### src/rtl/stage_3_exec_pkg.sv
// Shared pipeline package: data/register typedefs, the ALU opcode set and the
// single-cycle ALU function. Multiply/divide support is compiled in by RV_M_EXT_EN.
package stage_3_exec_pkg;

    localparam int XLEN = 32;

    typedef logic [XLEN-1:0] data_t;
    typedef logic [4:0]      reg_id_t;

    typedef enum logic [4:0] {
        ALU_ADD,
        ALU_SUB,
        ALU_SLL,
        ALU_SLT,
        ALU_SLTU,
        ALU_XOR,
        ALU_SRL,
        ALU_SRA,
        ALU_OR,
        ALU_AND,
        ALU_MUL,
        ALU_MULH,
        ALU_MULHSU,
        ALU_MULHU,
        ALU_DIV,
        ALU_DIVU,
        ALU_REM,
        ALU_REMU
    } alu_op_e;

    // Registered bundle handed to the memory stage.
    typedef struct packed {
        logic    valid;
        data_t   alu_res;
        data_t   rs2_val;
        reg_id_t rd_idx;
        logic    mem_load;
        logic    mem_store;
        logic    reg_write;
    } exec_out_t;

`ifdef RV_M_EXT_EN
    typedef enum logic {
        ST_IDLE,
        ST_DIV_BUSY
    } exec_state_e;

    function automatic logic is_div_op(alu_op_e op);
        return op inside {ALU_DIV, ALU_DIVU, ALU_REM, ALU_REMU};
    endfunction

    function automatic logic is_rem_op(alu_op_e op);
        return op inside {ALU_REM, ALU_REMU};
    endfunction
`endif

    // Everything except the iterative divide. Division opcodes fall to the
    // default arm; their result comes from the divider instead.
    function automatic data_t alu_compute(alu_op_e op, data_t a, data_t b);
        logic [4:0] shamt;
        data_t      res;
`ifdef RV_M_EXT_EN
        logic [2*XLEN-1:0] a_ext;
        logic [2*XLEN-1:0] b_ext;
        logic [2*XLEN-1:0] prod;
        // One 64-bit multiplier: the low 64 bits of the product of the
        // extended operands are exact for every signedness combination.
        a_ext = (op inside {ALU_MULH, ALU_MULHSU}) ? {{XLEN{a[XLEN-1]}}, a} : {{XLEN{1'b0}}, a};
        b_ext = (op == ALU_MULH) ? {{XLEN{b[XLEN-1]}}, b} : {{XLEN{1'b0}}, b};
        prod  = a_ext * b_ext;
`endif
        shamt = b[4:0];
        case (op)
            ALU_ADD:    res = a + b;
            ALU_SUB:    res = a - b;
            ALU_SLL:    res = a << shamt;
            ALU_SLT:    res = {{(XLEN-1){1'b0}}, $signed(a) < $signed(b)};
            ALU_SLTU:   res = {{(XLEN-1){1'b0}}, a < b};
            ALU_XOR:    res = a ^ b;
            ALU_SRL:    res = a >> shamt;
            ALU_SRA:    res = $signed(a) >>> shamt;
            ALU_OR:     res = a | b;
            ALU_AND:    res = a & b;
`ifdef RV_M_EXT_EN
            ALU_MUL:    res = prod[XLEN-1:0];
            ALU_MULH,
            ALU_MULHSU,
            ALU_MULHU:  res = prod[2*XLEN-1:XLEN];
`endif
            default:    res = a + b;
        endcase
        return res;
    endfunction

endpackage

### src/rtl/stage_3_exec_if.sv
// Decode-to-execute bundle plus the registered execute-to-memory bundle.
// master = upstream/downstream side, slave = the execute stage.
interface stage_3_exec_if;
    import stage_3_exec_pkg::*;

    logic    stall;
    logic    in_valid;
    data_t   rs1_val;
    data_t   rs2_val;
    data_t   imm;
    logic    use_imm;
    alu_op_e alu_op;
    reg_id_t rd_idx;
    logic    mem_load_enable;
    logic    mem_store_enable;
    logic    reg_write_enable;

    logic    busy_out;
    logic    valid_out;
    data_t   alu_res_out;
    data_t   rs2_val_out;
    reg_id_t rd_idx_out;
    logic    mem_load_out;
    logic    mem_store_out;
    logic    reg_write_out;

    modport master (
        output stall, in_valid, rs1_val, rs2_val, imm, use_imm, alu_op, rd_idx,
               mem_load_enable, mem_store_enable, reg_write_enable,
        input  busy_out, valid_out, alu_res_out, rs2_val_out, rd_idx_out,
               mem_load_out, mem_store_out, reg_write_out
    );

    modport slave (
        input  stall, in_valid, rs1_val, rs2_val, imm, use_imm, alu_op, rd_idx,
               mem_load_enable, mem_store_enable, reg_write_enable,
        output busy_out, valid_out, alu_res_out, rs2_val_out, rd_idx_out,
               mem_load_out, mem_store_out, reg_write_out
    );

endinterface

### src/rtl/stage_3_exec_seq_divider.sv
// Restoring divider, one quotient bit per cycle for 32 cycles. Signed ops run on
// magnitudes with a sign fix-up; quotient/remainder are valid in the cycle done=1.
module seq_divider
    import stage_3_exec_pkg::*;
(
    input  logic  clk,
    input  logic  rst,
    input  logic  hold,
    input  logic  start,
    input  logic  signed_op,
    input  data_t dividend,
    input  data_t divisor,
    output logic  busy,
    output logic  done,
    output data_t quotient,
    output data_t remainder
);

    logic [4:0]  count;
    data_t       rem_q;
    data_t       quo_q;
    data_t       dvsr_q;
    logic        neg_quo_q;
    logic        neg_rem_q;

    logic        neg_a;
    logic        neg_b;
    data_t       mag_a;
    data_t       mag_b;
    logic [XLEN:0] shifted;
    logic [XLEN:0] diff;
    data_t       rem_nxt;
    data_t       quo_nxt;
    logic        load;
    logic        step;

    assign load = start & ~busy & ~hold;
    assign step = busy & ~hold;
    assign done = step & (count == 5'd31);

    always_comb begin
        neg_a   = signed_op & dividend[XLEN-1];
        neg_b   = signed_op & divisor[XLEN-1];
        mag_a   = neg_a ? -dividend : dividend;
        mag_b   = neg_b ? -divisor : divisor;
        shifted = {rem_q, quo_q[XLEN-1]};
        diff    = shifted - {1'b0, dvsr_q};
        if (diff[XLEN]) begin
            rem_nxt = shifted[XLEN-1:0];
            quo_nxt = {quo_q[XLEN-2:0], 1'b0};
        end else begin
            rem_nxt = diff[XLEN-1:0];
            quo_nxt = {quo_q[XLEN-2:0], 1'b1};
        end
    end

    assign quotient  = neg_quo_q ? -quo_nxt : quo_nxt;
    assign remainder = neg_rem_q ? -rem_nxt : rem_nxt;

    // NOTE: sequential state uses non-blocking assignments so every register
    // samples pre-edge values; blocking here would chain updates within one edge.
    always_ff @(posedge clk) begin
        if (rst) begin
            busy  <= 1'b0;
            count <= 5'd0;
        end else if (load) begin
            busy  <= 1'b1;
            count <= 5'd0;
        end else if (step) begin
            count <= count + 5'd1;
            if (count == 5'd31) begin
                busy <= 1'b0;
            end
        end
    end

    // NOTE: the datapath registers carry no reset; they are always loaded at
    // start before being read, so a reset would only add fan-out.
    always_ff @(posedge clk) begin
        if (load) begin
            rem_q     <= '0;
            quo_q     <= mag_a;
            dvsr_q    <= mag_b;
            // Divide-by-zero yields all-ones regardless of operand signs.
            neg_quo_q <= (neg_a ^ neg_b) & (divisor != '0);
            neg_rem_q <= neg_a;
        end else if (step) begin
            rem_q <= rem_nxt;
            quo_q <= quo_nxt;
        end
    end

endmodule

### src/rtl/stage_3_exec.sv
// Execute stage: single-cycle ALU/multiply, iterative divide held in DIV_BUSY.
// Multiply/divide support is compiled only when RV_M_EXT_EN is defined.
module stage_3_exec #(
    parameter int XLEN = 32
) (
    input logic           clk,
    input logic           rst,
    stage_3_exec_if.slave bus
);
    import stage_3_exec_pkg::*;

    logic [XLEN-1:0] op_b;
    logic [XLEN-1:0] alu_res;
    exec_out_t       issue_b;
    exec_out_t       out_q;

    // NOTE: every always_comb output gets a value on every path, so no latch
    // can be inferred.
    always_comb begin
        op_b    = bus.use_imm ? bus.imm : bus.rs2_val;
        alu_res = alu_compute(bus.alu_op, bus.rs1_val, op_b);
        issue_b = '{
            valid:     bus.in_valid,
            alu_res:   alu_res,
            rs2_val:   bus.rs2_val,
            rd_idx:    bus.rd_idx,
            mem_load:  bus.in_valid & bus.mem_load_enable,
            mem_store: bus.in_valid & bus.mem_store_enable,
            reg_write: bus.in_valid & bus.reg_write_enable
        };
    end

`ifdef RV_M_EXT_EN
    exec_state_e state;
    logic        div_start;
    logic        div_busy;
    logic        div_done;
    data_t       div_quo;
    data_t       div_rem;
    exec_out_t   div_b;

    // Pass-through fields captured at divide start, replayed with the result.
    logic        held_is_rem;
    data_t       held_rs2;
    reg_id_t     held_rd;
    logic        held_ld;
    logic        held_st;
    logic        held_wr;

    assign div_start = (state == ST_IDLE) & bus.in_valid & ~bus.stall
                       & is_div_op(bus.alu_op) & ~div_busy;

    seq_divider u_seq_divider (
        .clk       (clk),
        .rst       (rst),
        .hold      (bus.stall),
        .start     (div_start),
        .signed_op (bus.alu_op inside {ALU_DIV, ALU_REM}),
        .dividend  (bus.rs1_val),
        .divisor   (op_b),
        .busy      (div_busy),
        .done      (div_done),
        .quotient  (div_quo),
        .remainder (div_rem)
    );

    always_ff @(posedge clk) begin
        if (div_start) begin
            held_is_rem <= is_rem_op(bus.alu_op);
            held_rs2    <= bus.rs2_val;
            held_rd     <= bus.rd_idx;
            held_ld     <= bus.mem_load_enable;
            held_st     <= bus.mem_store_enable;
            held_wr     <= bus.reg_write_enable;
        end
    end

    always_comb begin
        div_b = '{
            valid:     1'b1,
            alu_res:   held_is_rem ? div_rem : div_quo,
            rs2_val:   held_rs2,
            rd_idx:    held_rd,
            mem_load:  held_ld,
            mem_store: held_st,
            reg_write: held_wr
        };
    end

    always_ff @(posedge clk) begin
        if (rst) begin
            state <= ST_IDLE;
            out_q <= '0;
        end else if (!bus.stall) begin
            case (state)
                ST_IDLE: begin
                    if (div_start) begin
                        state <= ST_DIV_BUSY;
                        out_q <= '0;
                    end else begin
                        out_q <= issue_b;
                    end
                end
                ST_DIV_BUSY: begin
                    if (div_done) begin
                        state <= ST_IDLE;
                        out_q <= div_b;
                    end else begin
                        out_q <= '0;
                    end
                end
                default: begin
                    state <= ST_IDLE;
                    out_q <= '0;
                end
            endcase
        end
    end

    assign bus.busy_out = (state == ST_DIV_BUSY);
`else
    always_ff @(posedge clk) begin
        if (rst) begin
            out_q <= '0;
        end else if (!bus.stall) begin
            out_q <= issue_b;
        end
    end

    assign bus.busy_out = 1'b0;
`endif

    assign bus.valid_out     = out_q.valid;
    assign bus.alu_res_out   = out_q.alu_res;
    assign bus.rs2_val_out   = out_q.rs2_val;
    assign bus.rd_idx_out    = out_q.rd_idx;
    assign bus.mem_load_out  = out_q.mem_load;
    assign bus.mem_store_out = out_q.mem_store;
    assign bus.reg_write_out = out_q.reg_write;

endmodule

### src/flat_wrapper.sv
// flat-port wrapper written by rule: the top's interface ports become plain ports
module stage_3_exec_flat import stage_3_exec_pkg::*;
#(
    parameter int XLEN = 32
)
  (clk, rst, bus_stall, bus_in_valid, bus_rs1_val, bus_rs2_val, bus_imm, bus_use_imm, bus_alu_op, bus_rd_idx, bus_mem_load_enable, bus_mem_store_enable, bus_reg_write_enable, bus_busy_out, bus_valid_out, bus_alu_res_out, bus_rs2_val_out, bus_rd_idx_out, bus_mem_load_out, bus_mem_store_out, bus_reg_write_out);
  stage_3_exec_if bus_i ();
  input logic clk;
  input logic rst;
  input wire logic [$bits(bus_i.stall)-1:0] bus_stall;
  input wire logic [$bits(bus_i.in_valid)-1:0] bus_in_valid;
  input wire logic [$bits(bus_i.rs1_val)-1:0] bus_rs1_val;
  input wire logic [$bits(bus_i.rs2_val)-1:0] bus_rs2_val;
  input wire logic [$bits(bus_i.imm)-1:0] bus_imm;
  input wire logic [$bits(bus_i.use_imm)-1:0] bus_use_imm;
  input wire logic [$bits(bus_i.alu_op)-1:0] bus_alu_op;
  input wire logic [$bits(bus_i.rd_idx)-1:0] bus_rd_idx;
  input wire logic [$bits(bus_i.mem_load_enable)-1:0] bus_mem_load_enable;
  input wire logic [$bits(bus_i.mem_store_enable)-1:0] bus_mem_store_enable;
  input wire logic [$bits(bus_i.reg_write_enable)-1:0] bus_reg_write_enable;
  output wire logic [$bits(bus_i.busy_out)-1:0] bus_busy_out;
  output wire logic [$bits(bus_i.valid_out)-1:0] bus_valid_out;
  output wire logic [$bits(bus_i.alu_res_out)-1:0] bus_alu_res_out;
  output wire logic [$bits(bus_i.rs2_val_out)-1:0] bus_rs2_val_out;
  output wire logic [$bits(bus_i.rd_idx_out)-1:0] bus_rd_idx_out;
  output wire logic [$bits(bus_i.mem_load_out)-1:0] bus_mem_load_out;
  output wire logic [$bits(bus_i.mem_store_out)-1:0] bus_mem_store_out;
  output wire logic [$bits(bus_i.reg_write_out)-1:0] bus_reg_write_out;
  assign bus_i.stall = bus_stall;
  assign bus_i.in_valid = bus_in_valid;
  assign bus_i.rs1_val = bus_rs1_val;
  assign bus_i.rs2_val = bus_rs2_val;
  assign bus_i.imm = bus_imm;
  assign bus_i.use_imm = bus_use_imm;
  assign bus_i.alu_op = bus_alu_op;
  assign bus_i.rd_idx = bus_rd_idx;
  assign bus_i.mem_load_enable = bus_mem_load_enable;
  assign bus_i.mem_store_enable = bus_mem_store_enable;
  assign bus_i.reg_write_enable = bus_reg_write_enable;
  assign bus_busy_out = bus_i.busy_out;
  assign bus_valid_out = bus_i.valid_out;
  assign bus_alu_res_out = bus_i.alu_res_out;
  assign bus_rs2_val_out = bus_i.rs2_val_out;
  assign bus_rd_idx_out = bus_i.rd_idx_out;
  assign bus_mem_load_out = bus_i.mem_load_out;
  assign bus_mem_store_out = bus_i.mem_store_out;
  assign bus_reg_write_out = bus_i.reg_write_out;
  stage_3_exec #(.XLEN(XLEN)) u_core (.clk(clk), .rst(rst), .bus(bus_i));
endmodule
### config.mk
export PLATFORM = sky130hd
export DESIGN_NAME = stage_3_exec_flat
export DESIGN_NICKNAME = d
export VERILOG_FILES = /design/src/rtl/stage_3_exec_pkg.sv /design/src/rtl/stage_3_exec_if.sv /design/src/rtl/stage_3_exec_seq_divider.sv /design/src/rtl/stage_3_exec.sv /design/src/flat_wrapper.sv
export SDC_FILE = /design/constraint.sdc
export NUM_CORES = 1
export LEC_CHECK = 0
export ABC_AREA = 1
export CAP_MARGIN = 0
export CORE_ASPECT_RATIO = 0.6
export CORE_MARGIN = 8
export CORE_UTILIZATION = 36
export CTS_CLUSTER_DIAMETER = 40
export DETAILED_ROUTE_END_ITERATION = 7
export PLACE_DENSITY = 0.62
export SYNTH_ARGS = -nofsm -noshare
export SYNTH_HDL_FRONTEND = slang
export SYNTH_SLANG_ARGS = --single-unit
### constraint.sdc
create_clock -name clk -period 7.65 [get_ports clk]
set_input_delay 1.53 -clock clk [delete_from_list [all_inputs] [get_ports clk]]
set_output_delay 1.53 -clock clk [all_outputs]
set_load 0.05 [all_outputs]
==> flow_metrics.py <==
metrics = {
    "outcome": {
        "status": "finished clean",
    },
    "drt": {
        "vias": 17600,
        "wl_per_cell_um": 24.9,
        "first_pass_iters": 6,
        "viasPerCell": 5.95,
        "drc": 0,
        "drtAntennaViolNets": 0,
        "drt-initial-drc-count": 3373,
        "drt_wl_total_um": 73700,
    },
    "pwr": {
        "cellInternalPower_mw": 1.09,
        "power_switching_share_pct": 51.7,
        "clkPwrFrac_pct": 21.6,
        "combPwrFrac_pct": 58.9,
        "p_seq_share_pct": 19.4,
        "peakVddDrop_mv": 0.0949,
        "power.switching_mw": 1.17,
        "leakage_nw": 7.61,
        "p_per_area_nw_per_um2": 147,
    },
    "cells_and_area": {
        "final_nets": 2728,
        "area.sequential_um2": 1460,
        "antenna_cells": 0,
        "final_common_cell": "nand2_1",
        "design_area_um2": 15400,
        "layout-drive-gt1-share_pct": 4.61,
        "multiInputGateArea_um2": 9940,
        "layout_common_cells": "nand2_1, nand3_1, nor2_1, inv_1, clkdlybuf4s50_1",
        "area_delta_synth_final_pct": 19.1,
        "final.fill_count": 3895,
    },
    "clock_tree": {
        "cts_setup_buffers": 0,
        "clock_latency_ns": 0.36,
        "clk_path_buf_depth": 2,
        "cts-buffers-inserted": 9,
        "cts_tree": "yes",
        "clk_pin_slew_worst_paths_ns": 0.07,
        "ctsResizeCount": 0,
        "htreeDepth": 3,
        "clock_sinks": 73,
        "cts_root_buffer": "clkbuf_16",
        "cts_hold_buf": 0,
    },
    "logic_synthesis": {
        "avgSynthCellArea_um2": 5.45,
        "yosys.area_share.xor_xnor_pct": 0.542,
        "ys_ff_latch": 73,
        "synthMuxAreaShare_pct": 0,
        "synth.distinct_cells": 54,
        "synth-edff-count": 0,
        "ys_warn_count": 0,
        "synth_fa_ha_area_share_pct": 11.9,
        "synth_flop_cell": "dfxtp_1",
        "syn_nets": 2609,
        "synth_async_sr_flop_share_pct": 0,
        "syn_inst": 2373,
        "synth_top_family_by_area": "simple AND/OR/NAND/NOR gates",
        "syn_area_um2": 12900,
        "synth-simple-area-share_pct": 49.4,
        "ys_seq_area_share_pct": 11.3,
        "synth_compound_area_share_pct": 14.8,
    },
    "timing": {
        "skew_ns": 0,
        "min_period_over_period_pct": 68.4,
        "fmax_ghz": 0.191,
        "setup_viol": 0,
        "hold_viol_final": 0,
        "period_needed_ns": 5.23,
        "setup_tns_ns": 0,
        "slew_violations": 0,
        "relSlewSlack_pct": 39.6,
        "tightest_slew_ns": 0.903,
        "rsz0062_at_grt": "no",
    },
    "grt": {
        "globalRoute.totalOverflow": 0,
        "antenna_found_initial": 5,
        "grt_util_all_layers_pct": 33.4,
        "grt_pass1_vias": 15500,
        "grt_max_degree": 66,
        "grt_pass1_wl_um": 105000,
    },
    "run": {
        "maxCapViolCount": 0,
    },
    "placed_design": {
        "gp_congestion": 1.09,
        "place_area_um2": 15100,
        "place_hpwl_um": 61100,
        "portBuffers": 186,
    },
    "die": {
        "fp-row-count": 53,
        "coreArea_um2": 35200,
        "dieArea_um2": 42400,
        "initial_core_util_pct": 36.7,
        "die_height_um": 163,
        "die_w_um": 261,
        "io_pins": 188,
    },
    "setup_path": {
        "critPathMostFrequentCell": "nand2_1",
        "critPathBufInv": 4,
        "cp_max_fo": 35,
        "crit_path_end_kind": "register",
        "path_class": "input pin to register",
        "cp_cell_sequence": "clkdlybuf4s50_1 -> buf_4 -> o21ai_4 -> inv_2 -> ha_1 -> a21oi_1 -> inv_1 -> a21oi_1 -> nand2_1 -> nand2_1 -> nand2_1 -> o21ai_0 -> nand2_1 -> nor2_1 -> nor2_1",
        "worst_path_max_delay_cell": "o21ai_4",
        "arrival_ns": 5.48,
        "critical_path.top_delay_family": "compound AO/OA/AOI/OAI gates",
        "max_stage_delay_ns": 0.61,
        "critPathRequiredTime_ns": 7.89,
        "start_kind": "input pin",
    },
    "worst_hold_path": {
        "hp-class": "register to register",
    },
}
-- routing by layer --
| metal | wire length, um | track usage [%] | share of wire [%] | vias to the layer above |
|---|---|---|---|---|
| li1 | - | - | - | 8080 |
| met1 | 32600 | 48.9 | 44 | 8124 |
| met2 | 26300 | 42.0 | 36 | 1327 |
| met3 | 13200 | 16.7 | 18 | 104 |
| met4 | 1650 | 7.13 | 2.2 | 6 |
| met5 | 35 | 0 | 0.047 | - |
-- final cells by class --
cell class	count	share of cell area [%]
Tap cell	467	3.80
Timing Repair Buffer	212	13.4
Inverter	272	6.66
Clock inverter	7	0.667
Multi-Input combinational cell	1924	64.6
Clock buffer	9	1.46
Sequential cell	73	9.49
-- state kept, by name, summed over array words and instances (netlist names) --
register / cells
u_core.bus.mem_load_out: 1
u_core.bus.reg_write_out: 1
u_core.bus.rs2_val_out: 32
u_core.bus.valid_out: 1
u_core.bus.rd_idx_out: 5
u_core.bus.mem_store_out: 1
u_core.bus.alu_res_out: 32
-- cells in the mapped netlist, types with 8 or more instances --
master    instances  area share [%]
nand2_1         581              17
nand3_1         468              18
nor2_1          264             7.7
inv_1           259             7.5
o21ai_0         151             5.8
a21oi_1         121             4.7
ha_1            120              12
dfxtp_1          73              11
nand4_1          45             2.2
clkbuf_1         43             1.2
buf_2            41             1.6
or2_2            29             1.4
nor3_1           25            0.97
buf_4            12            0.70
o21bai_1         12            0.70
o22ai_1          11            0.53
inv_2            10            0.29
a221oi_1          9            0.61
nand2_2           8            0.39
o211ai_1          8            0.46
-- power by group through the flow --
| stage | registers (mW) | clock network, mW | logic [mW] |
|---|---|---|---|
| 2_1_floorplan | 0.547 | 0 | 0.692 |
| 3_3_place_gp | 0.444 | 0 | 1.26 |
| 3_5_place_dp | 0.445 | 0 | 1.26 |
| 4_1_cts | 0.437 | 0.498 | 1.26 |
| 5_1_grt | 0.441 | 0.514 | 1.41 |
| 6_report | 0.438 | 0.488 | 1.33 |
-- per-stage QoR --
step           hold slack [ns]  std cells  total power [mW]  worst slack, ns  util, %
6_report                 0.469       2964              2.26             2.42     43.7
5_1_grt                  0.496       2964              2.36             2.33     43.7
4_1_cts                  0.475       2964              2.20             2.69     43.7
3_5_place_dp             0.466       2948              1.70             2.31     42.8
3_3_place_gp             0.455       2948              1.70             2.29     42.8
2_1_floorplan            0.689       2373              1.24             3.71        -
-- final timing paths --
| kind | start | end | slack, ns | cells past startpoint |
|---|---|---|---|---|
| setup reg to reg | u_core.bus.alu_res_out[0] | u_core.bus.alu_res_out[0] | 6.25 | 4 |
| hold / removal | u_core.bus.mem_load_out | u_core.bus.mem_load_out | 0.47 | 2 |
| setup / recovery | bus_use_imm | u_core.bus.alu_res_out[12] | 2.42 | 15 |
| hold reg to reg | u_core.bus.mem_load_out | u_core.bus.mem_load_out | 0.47 | 2 |
-- tightest hold or removal path: stages, from the launching register on --
cell     delay, ns
dfxtp_1       0.31
nand2_1       0.06
a21oi_1       0.06
-- logic make-up (layout without fill, tap and decap cells) --
| group | Yosys count | count (layout) |
|---|---|---|
| AOI/OAI and AO/OA | 345 | 345 |
| xor gates and xnor gates | 8 | 8 |
| adders and majority gates | 122 | 122 |
| buffers and inverters | 376 | 500 |
| DFF | 73 | 73 |
| other | 1 | 1 |
| and+or+nand+nor | 1448 | 1448 |
(Power assumes the default switching activity.)
==> edit, RTL diff (same flow settings) <==
`XLEN` is set to 32 in 3 places; all go to 16.
--- a/src/rtl/stage_3_exec_pkg.sv
+++ b/src/rtl/stage_3_exec_pkg.sv
@@ -4,3 +4,3 @@
 
-    localparam int XLEN = 32;
+    localparam int XLEN = 16;
 
--- a/src/rtl/stage_3_exec.sv
+++ b/src/rtl/stage_3_exec.sv
@@ -3,3 +3,3 @@
 module stage_3_exec #(
-    parameter int XLEN = 32
+    parameter int XLEN = 16
 ) (
--- a/src/flat_wrapper.sv
+++ b/src/flat_wrapper.sv
@@ -3,3 +3,3 @@
 #(
-    parameter int XLEN = 32
+    parameter int XLEN = 16
 )
Interface: changed (5 resized); port bits go from 188 to 108. The function was not compared with the original's and may differ.
==> edit against the original RTL <==
- count of clock-buffer cells in the layout decreased by 4
- setup slack got worse by 0.020 ns
- sequential cell count decreased by 32
- via count decreased by 57%
- power decreased by 55%
- die area decreased by 51%
- largest cell class unchanged
- critical path depth increased by 1
- final cell count decreased by 55%
- routed wire length decreased by 63%
- design area decreased by 53%
- utilization increased by 0.90 points
- sequential share of layout area increased by 1.9 points
- synthesized area decreased by 54%
==> edit: results (changes against the original RTL) <==
Parameter                              Value

Die
  Number of rows in the core area ... 36 (was 53)

Global routing
  Via count of the first global-routing pass ... 6979 (was 15500)
  Routing usage on met1 ... 0.363 (was 0.489)

Placement
  Setup WS pre-CTS ... 2.17 ns (was 2.31 ns)
  Detail Placement HPWL ... 22300 µm (was 61100 µm)
  Port Buffer Count ... 106 (was 186)

Final layout
  Filler cell count in the final layout ... 1797 (was 3895)
  Non-filler instance count after layout ... 1342 (was 2964)
  Clock tree cell share of total cell area ... 0.0208 (was 0.0213)
  Clock Buffer Count ... 5 (was 9)
  Number of combinational gates with multiple inputs ... 861 (was 1924)
  Seq cells ... 41 (was 73)

Synthesis
  Distinct cells, synth ... 46 (was 54)
  Synthesized area per cell ... 5.62 µm² (was 5.45 µm²)
  Part of the Yosys area used for sequential elements ... 0.139 (was 0.113)
  Commonest cells in the netlist ... nand2_1 (267), nand3_1 (168), nor2_1 (117) (was nand2_1 (581), nand3_1 (468), nor2_1 (264))

Clock network
  CTS H-tree lvls ... 2 (was 3)

Setup path
  Cell with the largest stage delay on the worst path ... clkdlybuf4s50_1 (was o21ai_4)
  CP arrival ... 5.44 ns (was 5.48 ns)
  Launch point of the worst reg-to-reg path ... u_core.bus.alu_res_out[8] (was u_core.bus.alu_res_out[0])
  Largest driver fanout on the critical path ... 19 (was 35)

Pwr
  Peak supply drop ... 71.2 µV (was 94.9 µV)
  Static Leak ... 3.48 nW (was 7.61 nW)
  Clock network fraction of total power ... 0.220 (was 0.216)

Outcome
  Status ... finished, final reports clean (unchanged)
-- edit: cell count changes in the layout (fill, tap and decap cells not counted), sizes merged, moves of 8 or more --
cell,before,now
a221oi,9,1
nor2,273,123
nand2,592,271
nand4,45,11
buf,26,6
or2,32,15
ha,120,55
nor3,26,11
a21oi,123,73
nand3,470,168
clkdlybuf4s50,186,106
dfxtp,73,41
inv,272,110
o21ai,160,91
-- edit: path summary, 6_finish.rpt --
path,to,slack (ns),depth (start not counted)
setup / recovery,u_core.bus.alu_res_out[8],2.40,16
hold / removal,u_core.bus.valid_out,0.47,2
setup reg to reg,u_core.bus.alu_res_out[8],6.97,4
hold reg to reg,u_core.bus.valid_out,0.47,2
-- edit: logic make-up after synthesis --
kind of cell / Yosys count / share of synthesized area
DFF: 41 / 0.139
and+or+nand+nor: 608 / 0.445
xor gates and xnor gates: 3 / 0.00444
other: 1 / 0.000633
AOI/OAI and AO/OA: 192 / 0.178
adders and majority gates: 57 / 0.123
buffers and inverters: 151 / 0.110
